==> config.mk <==
export PLATFORM = sky130hd
export DESIGN_NAME = if_ctrl_flat
export DESIGN_NICKNAME = d
export VERILOG_FILES = /design/src/rtl/if_ctrl_if.sv /design/src/rtl/if_ctrl.sv /design/src/flat_wrapper.sv
export SDC_FILE = /design/constraint.sdc
export NUM_CORES = 1
export LEC_CHECK = 0
export ABC_AREA = 1
export CAP_MARGIN = 20
export CORE_MARGIN = 4
export CORE_UTILIZATION = 36
export DETAILED_ROUTE_END_ITERATION = 6
export MAX_ROUTING_LAYER = met4
export PLACE_DENSITY = 0.87
export SLEW_MARGIN = 0
export SYNTH_ARGS = -nofsm -noshare
export SYNTH_HDL_FRONTEND = slang
export SYNTH_SLANG_ARGS = --single-unit
==> constraint.sdc <==
create_clock -name clk -period 2.1 [get_ports clk]
set_input_delay 0.42 -clock clk [delete_from_list [all_inputs] [get_ports clk]]
set_output_delay 0.42 -clock clk [all_outputs]
set_load 0.005 [all_outputs]
==> src/rtl/if_ctrl_if.sv <==
// if_ctrl_if: fetch-sequencer bus bundling the ifstage, decode and counter signals
interface if_ctrl_if #(
    parameter int CNT_W = 16
);
    logic [31:0]      instr;
    logic             br_req;
    logic [31:0]      br_immed;
    logic             halt;
    logic             ir_ready;
    logic             PC_sel;
    logic             PC_lden;
    logic [31:0]      PC_immed;
    logic [31:0]      ir;
    logic             ir_valid;
    logic [CNT_W-1:0] fetch_cnt;
    logic [CNT_W-1:0] stall_cnt;

    modport master (
        input  instr, br_req, br_immed, halt, ir_ready,
        output PC_sel, PC_lden, PC_immed, ir, ir_valid, fetch_cnt, stall_cnt
    );

    modport slave (
        output instr, br_req, br_immed, halt, ir_ready,
        input  PC_sel, PC_lden, PC_immed, ir, ir_valid, fetch_cnt, stall_cnt
    );
endinterface

==> src/rtl/if_ctrl.sv <==
// if_ctrl: fetch sequencer driving PC load and the decode handshake; IF_CTRL_PERF_EN builds the perf counters
module if_ctrl #(
    parameter int MEM_LAT = 1,
    parameter int CNT_W   = 16
) (
    input  logic     clk,
    input  logic     reset,
    if_ctrl_if.master bus
);
    localparam logic [0:0] S_WAIT  = 1'b0;
    localparam logic [0:0] S_VALID = 1'b1;
    localparam logic [2:0] LAT     = 3'(MEM_LAT);

    logic [0:0]  state_q, state_d;
    logic [2:0]  wait_cnt_q, wait_cnt_d;
    logic [31:0] ir_q, ir_d;
    logic        vld_q, vld_d;
    logic        xfer;

    assign xfer = !reset && state_q == S_VALID && vld_q && !bus.halt && bus.ir_ready;

    // Count down the memory latency, capture the word, then hold it until decode takes it
    always_comb begin
        state_d    = state_q;
        wait_cnt_d = wait_cnt_q;
        ir_d       = ir_q;
        vld_d      = vld_q;
        if (state_q == S_WAIT) begin
            wait_cnt_d = wait_cnt_q - 3'd1;
            if (wait_cnt_q == 3'd1) begin
                ir_d    = bus.instr;
                vld_d   = 1'b1;
                state_d = S_VALID;
            end
        end else if (xfer) begin
            vld_d      = 1'b0;
            wait_cnt_d = LAT;
            state_d    = S_WAIT;
        end
    end

    // Sequencer state registers with synchronous reset
    always_ff @(posedge clk) begin
        if (reset) begin
            state_q    <= S_WAIT;
            wait_cnt_q <= LAT;
            ir_q       <= '0;
            vld_q      <= 1'b0;
        end else begin
            state_q    <= state_d;
            wait_cnt_q <= wait_cnt_d;
            ir_q       <= ir_d;
            vld_q      <= vld_d;
        end
    end

    assign bus.PC_lden  = xfer;
    assign bus.PC_sel   = xfer & bus.br_req;
    assign bus.PC_immed = xfer ? bus.br_immed : 32'd0;
    assign bus.ir       = reset ? 32'd0 : ir_q;
    assign bus.ir_valid = !reset && vld_q && !bus.halt;

`ifdef IF_CTRL_PERF_EN
    logic [CNT_W-1:0] fetch_cnt_q, fetch_cnt_d;
    logic [CNT_W-1:0] stall_cnt_q, stall_cnt_d;

    // Saturating counts of transfers and of held-but-not-taken cycles
    always_comb begin
        fetch_cnt_d = (xfer && fetch_cnt_q != '1) ? fetch_cnt_q + CNT_W'(1) : fetch_cnt_q;
        stall_cnt_d = (vld_q && !xfer && stall_cnt_q != '1) ? stall_cnt_q + CNT_W'(1) : stall_cnt_q;
    end

    // Counter registers, cleared by reset
    always_ff @(posedge clk) begin
        if (reset) begin
            fetch_cnt_q <= '0;
            stall_cnt_q <= '0;
        end else begin
            fetch_cnt_q <= fetch_cnt_d;
            stall_cnt_q <= stall_cnt_d;
        end
    end

    assign bus.fetch_cnt = reset ? {CNT_W{1'b0}} : fetch_cnt_q;
    assign bus.stall_cnt = reset ? {CNT_W{1'b0}} : stall_cnt_q;
`else
    assign bus.fetch_cnt = {CNT_W{1'b0}};
    assign bus.stall_cnt = {CNT_W{1'b0}};
`endif
endmodule

==> src/flat_wrapper.sv <==
// flat-port wrapper written by rule: the top's interface ports become plain ports
module if_ctrl_flat 
#(
    parameter int MEM_LAT = 1,
    parameter int CNT_W   = 16
)
  (clk, reset, bus_instr, bus_br_req, bus_br_immed, bus_halt, bus_ir_ready, bus_PC_sel, bus_PC_lden, bus_PC_immed, bus_ir, bus_ir_valid, bus_fetch_cnt, bus_stall_cnt);
  if_ctrl_if #(.CNT_W(CNT_W)) bus_i ();
  input  logic clk;
  input  logic reset;
  input wire logic [$bits(bus_i.instr)-1:0] bus_instr;
  input wire logic [$bits(bus_i.br_req)-1:0] bus_br_req;
  input wire logic [$bits(bus_i.br_immed)-1:0] bus_br_immed;
  input wire logic [$bits(bus_i.halt)-1:0] bus_halt;
  input wire logic [$bits(bus_i.ir_ready)-1:0] bus_ir_ready;
  output wire logic [$bits(bus_i.PC_sel)-1:0] bus_PC_sel;
  output wire logic [$bits(bus_i.PC_lden)-1:0] bus_PC_lden;
  output wire logic [$bits(bus_i.PC_immed)-1:0] bus_PC_immed;
  output wire logic [$bits(bus_i.ir)-1:0] bus_ir;
  output wire logic [$bits(bus_i.ir_valid)-1:0] bus_ir_valid;
  output wire logic [$bits(bus_i.fetch_cnt)-1:0] bus_fetch_cnt;
  output wire logic [$bits(bus_i.stall_cnt)-1:0] bus_stall_cnt;
  assign bus_i.instr = bus_instr;
  assign bus_i.br_req = bus_br_req;
  assign bus_i.br_immed = bus_br_immed;
  assign bus_i.halt = bus_halt;
  assign bus_i.ir_ready = bus_ir_ready;
  assign bus_PC_sel = bus_i.PC_sel;
  assign bus_PC_lden = bus_i.PC_lden;
  assign bus_PC_immed = bus_i.PC_immed;
  assign bus_ir = bus_i.ir;
  assign bus_ir_valid = bus_i.ir_valid;
  assign bus_fetch_cnt = bus_i.fetch_cnt;
  assign bus_stall_cnt = bus_i.stall_cnt;
  if_ctrl #(.MEM_LAT(MEM_LAT), .CNT_W(CNT_W)) u_core (.clk(clk), .reset(reset), .bus(bus_i));
endmodule
==> impl_results.md, run 1 <==
* Outcome: complete, no violations
* Yosys Warn Count at 0
* DR vias at 2208
* Tot GR Track Use at 16.16%
* Clk_lat worst skew at 0.28 ns
* Wirelength per Cell at 11.27 µm
* Rows at 27
* Top Ports at 168
* Post-synth top area share at 35.24%
* Hold slack final at 0.4525 ns
* Final Max Slew Viols at 0
* Vias in the first global route at 2061
* VDD IR max at 0.6669 mV
* Number of flops mapped to enable cells by yosys at 0
* Post-DP HPWL at 4708 µm
* Max Fclk at 488.5 MHz
* Crit Path Category: in2out
* Final setup fails at 0
* Leakage power at 1.721 nW
* Fin nets at 526
* P per Cell Area at 886.2 mW/mm²
* CP Max Fanout at 17
* Clk pin slew, worst setup/hold paths at 0.07 ns
* Skew final at 0.009965 ns
* Starting Density at 37.71%
* Number of DRC markers in iteration 0 at 52
* Routed wire length at 5937 µm
* Worst Path Buf+Inv at 4
* Crit. End Element: output pin
* Hold_buf cts at 0
* CTS root buf: clkbuf_8
* P&R area growth vs syn at 66.90%
* Layout Utilization at 62.94%
* Ys flop type: dfxtp_1
* Die area at 0.007125 mm²
* Synth top cells by count: 80 x inv_1, 67 x nor2_1, 37 x dfxtp_1, 34 x a21oi_1, 34 x buf_4
* First-pass GRT wire length at 9239 µm
* Crit path max-delay family: buffers and inverters
* Synth top area cells: dfxtp_1 35%, inv_1 14%, buf_4 12%
* Crit path launch type: input pin
* Fin crit share at 97.47%
* Total gr overflow at 0
* Total CTS buffers at 5
* First-pass iteration count of the detailed router at 4
* Worst setup margin at 0.05305 ns
* CP Data Required Time at 1.68 ns
* Avg Synthesized Cell Area at 6.528 µm²
* Worst Hold Path Cells at 2
* Clock sinks at 37
* Cell area after layout at 0.003508 mm²
* Instance count on the critical path at 7
* Final min period at 2.047 ns
* Layout cells sized above 1 at 5.934%
* Gp weighted congestion at 0.7427
* Final hold vios at 0
* Largest net degree at the start of global routing at 51
* Post-synth ARST share at 0%
* Reg2Reg Depth at 6
* Initial antenna violation count at 0
* Syn Inst Count at 322
* Hold Crit Class: reg2reg
* Dpl ws at -0.2664 ns
* # diodes at 0
* Via/cell ratio at 4.190
* Seq/Total Area, Yosys at 35.24%
* Post-Syn Area at 0.002102 mm²
* Clk buf depth at 2
* Worst path cell trace: clkdlybuf4s50_1, nand2_1, inv_2, nand3_4, clkbuf_16, nor2_1, clkdlybuf4s15_1
* DP Area at 0.003386 mm²
* #FFs+latches synth at 37
* DRC violations left at 0
* Die X at 84.41 µm
* Synth cell types at 19
* Core box area at 0.005574 mm²
* Max-Cap Viols at 0
* Most common cell in the netlist: inv_1
* TritonCTS clock tree: yes
* WP data arrival at 1.63 ns
* Htree depth at 2
* Largest area contributor in the netlist: dfxtp_1
* Buffers on Ports at 135
* Antenna viol nets, final at 0
* Max stage delay on crit path at 0.46 ns
* Critical-path top delay cell: clkdlybuf4s50_1
* DIE HEIGHT at 84.41 µm
[where the power goes]
group          switching, mW  total [mW]  internal (mW)
combinational          0.772        1.47          0.699
sequential             0.103        1.15           1.04
clock                  0.233       0.492          0.259
total                   1.11        3.11           2.00
[final timing paths]
path / slack (ns) / to / start
setup / recovery: 0.05 / bus_PC_immed[16] / bus_ir_ready
hold / removal: 0.45 / u_core.ir_q[15]$_SDFFE_PP0P_ / u_core.ir_q[15]$_SDFFE_PP0P_
setup reg to reg: 0.41 / u_core.ir_q[13]$_SDFFE_PP0P_ / u_core.wait_cnt_q[1]$_SDFFE_PP0P_
hold reg to reg: 0.45 / u_core.ir_q[15]$_SDFFE_PP0P_ / u_core.ir_q[15]$_SDFFE_PP0P_
[layout make-up]
cell class,count,area (µm²)
Fill cell,497,2066
Timing Repair Buffer,143,1431
Clock buffer,6,82.58
Multi-Input combinational cell,187,852.1
Sequential cell,37,740.7
Tap cell,72,90.09
Clock inverter,1,7.507
Inverter,81,304.0
[worst min-delay path: cells and delay by family (launching register included)]
family,cells,cell delay (ns)
AOI/OAI and AO/OA,1,0.05
DFF,1,0.30
buffers and inverters,1,0.06
[cells in the final DEF, fill, tap and decap left out, drive strengths merged]
| cell | n |
|---|---|
| clkdlybuf4s50 | 100 |
| inv | 81 |
| nor2 | 67 |
| dfxtp | 37 |
| a21oi | 34 |
| conb | 32 |
| o21ai | 31 |
| clkdlybuf4s15 | 23 |
| nand2 | 11 |
| dlygate4sd2 | 10 |
| clkbuf | 9 |
| buf | 7 |
| or2 | 5 |
| nand3 | 2 |
| nand4 | 2 |
| ha | 2 |
| nand3b | 1 |
| clkinvlp | 1 |
[kinds of logic after synthesis]
family,synth area share (%)
other cells,0.1784
compound gates,15.48
fa+ha+maj,1.190
flops,35.24
simple gates,17.68
buf+inv,30.24
[registers in the layout, indices dropped and copies added, names as in the netlist]
register and cells:
u_core.wait_cnt_q 3, u_core.vld_q 1, u_core.state_q 1, u_core.ir_q 32
[what timing repair did]
action,in CTS,in global routing
gates cloned,0,1
setup buffers,0,1
endpoints found under the setup margin,67,22
gates resized for setup,39,29
[through the flow]
| step | std cells | setup TNS, ns | power (mW) |
|---|---|---|---|
| finish | 527 | 0 | 3.109 |
| global route | 527 | -0.004907 | 3.395 |
| CTS | 525 | 0 | 3.141 |
| detailed placement | 518 | -12.71 | 2.637 |
| global placement | 518 | -12.03 | 2.576 |
| floorplan | 353 | 0 | 2.117 |
[routing by layer]
metal	vias to the layer above	wire length, µm	track usage [%]
met2	106	2999	28.62
li1	1147	-	-
met3	4	649	6.575
met5	-	0	-
met1	951	2254	16.71
met4	0	33	3.885
Note: power is estimated with default switching activity, not from simulation.
==> inputs of run 2 (changes only) <==
--- a/config.mk
+++ b/config.mk
@@ -6,7 +6,6 @@
 export NUM_CORES = 1
 export LEC_CHECK = 0
 export ABC_AREA = 1
-export CAP_MARGIN = 20
 export CORE_MARGIN = 4
 export CORE_UTILIZATION = 36
 export DETAILED_ROUTE_END_ITERATION = 6
==> results of run 2 <==
The final DEF is identical to that of run 1; final timing and power are the same.
==> inputs of run 3 (changes only) <==
--- a/config.mk
+++ b/config.mk
@@ -9,6 +9,7 @@
 export CORE_MARGIN = 4
 export CORE_UTILIZATION = 36
 export DETAILED_ROUTE_END_ITERATION = 6
+export HOLD_SLACK_MARGIN = 0.15
 export MAX_ROUTING_LAYER = met4
 export PLACE_DENSITY = 0.87
 export SLEW_MARGIN = 0
==> results of run 3 <==
The final DEF is identical to that of run 1; final timing and power are the same.
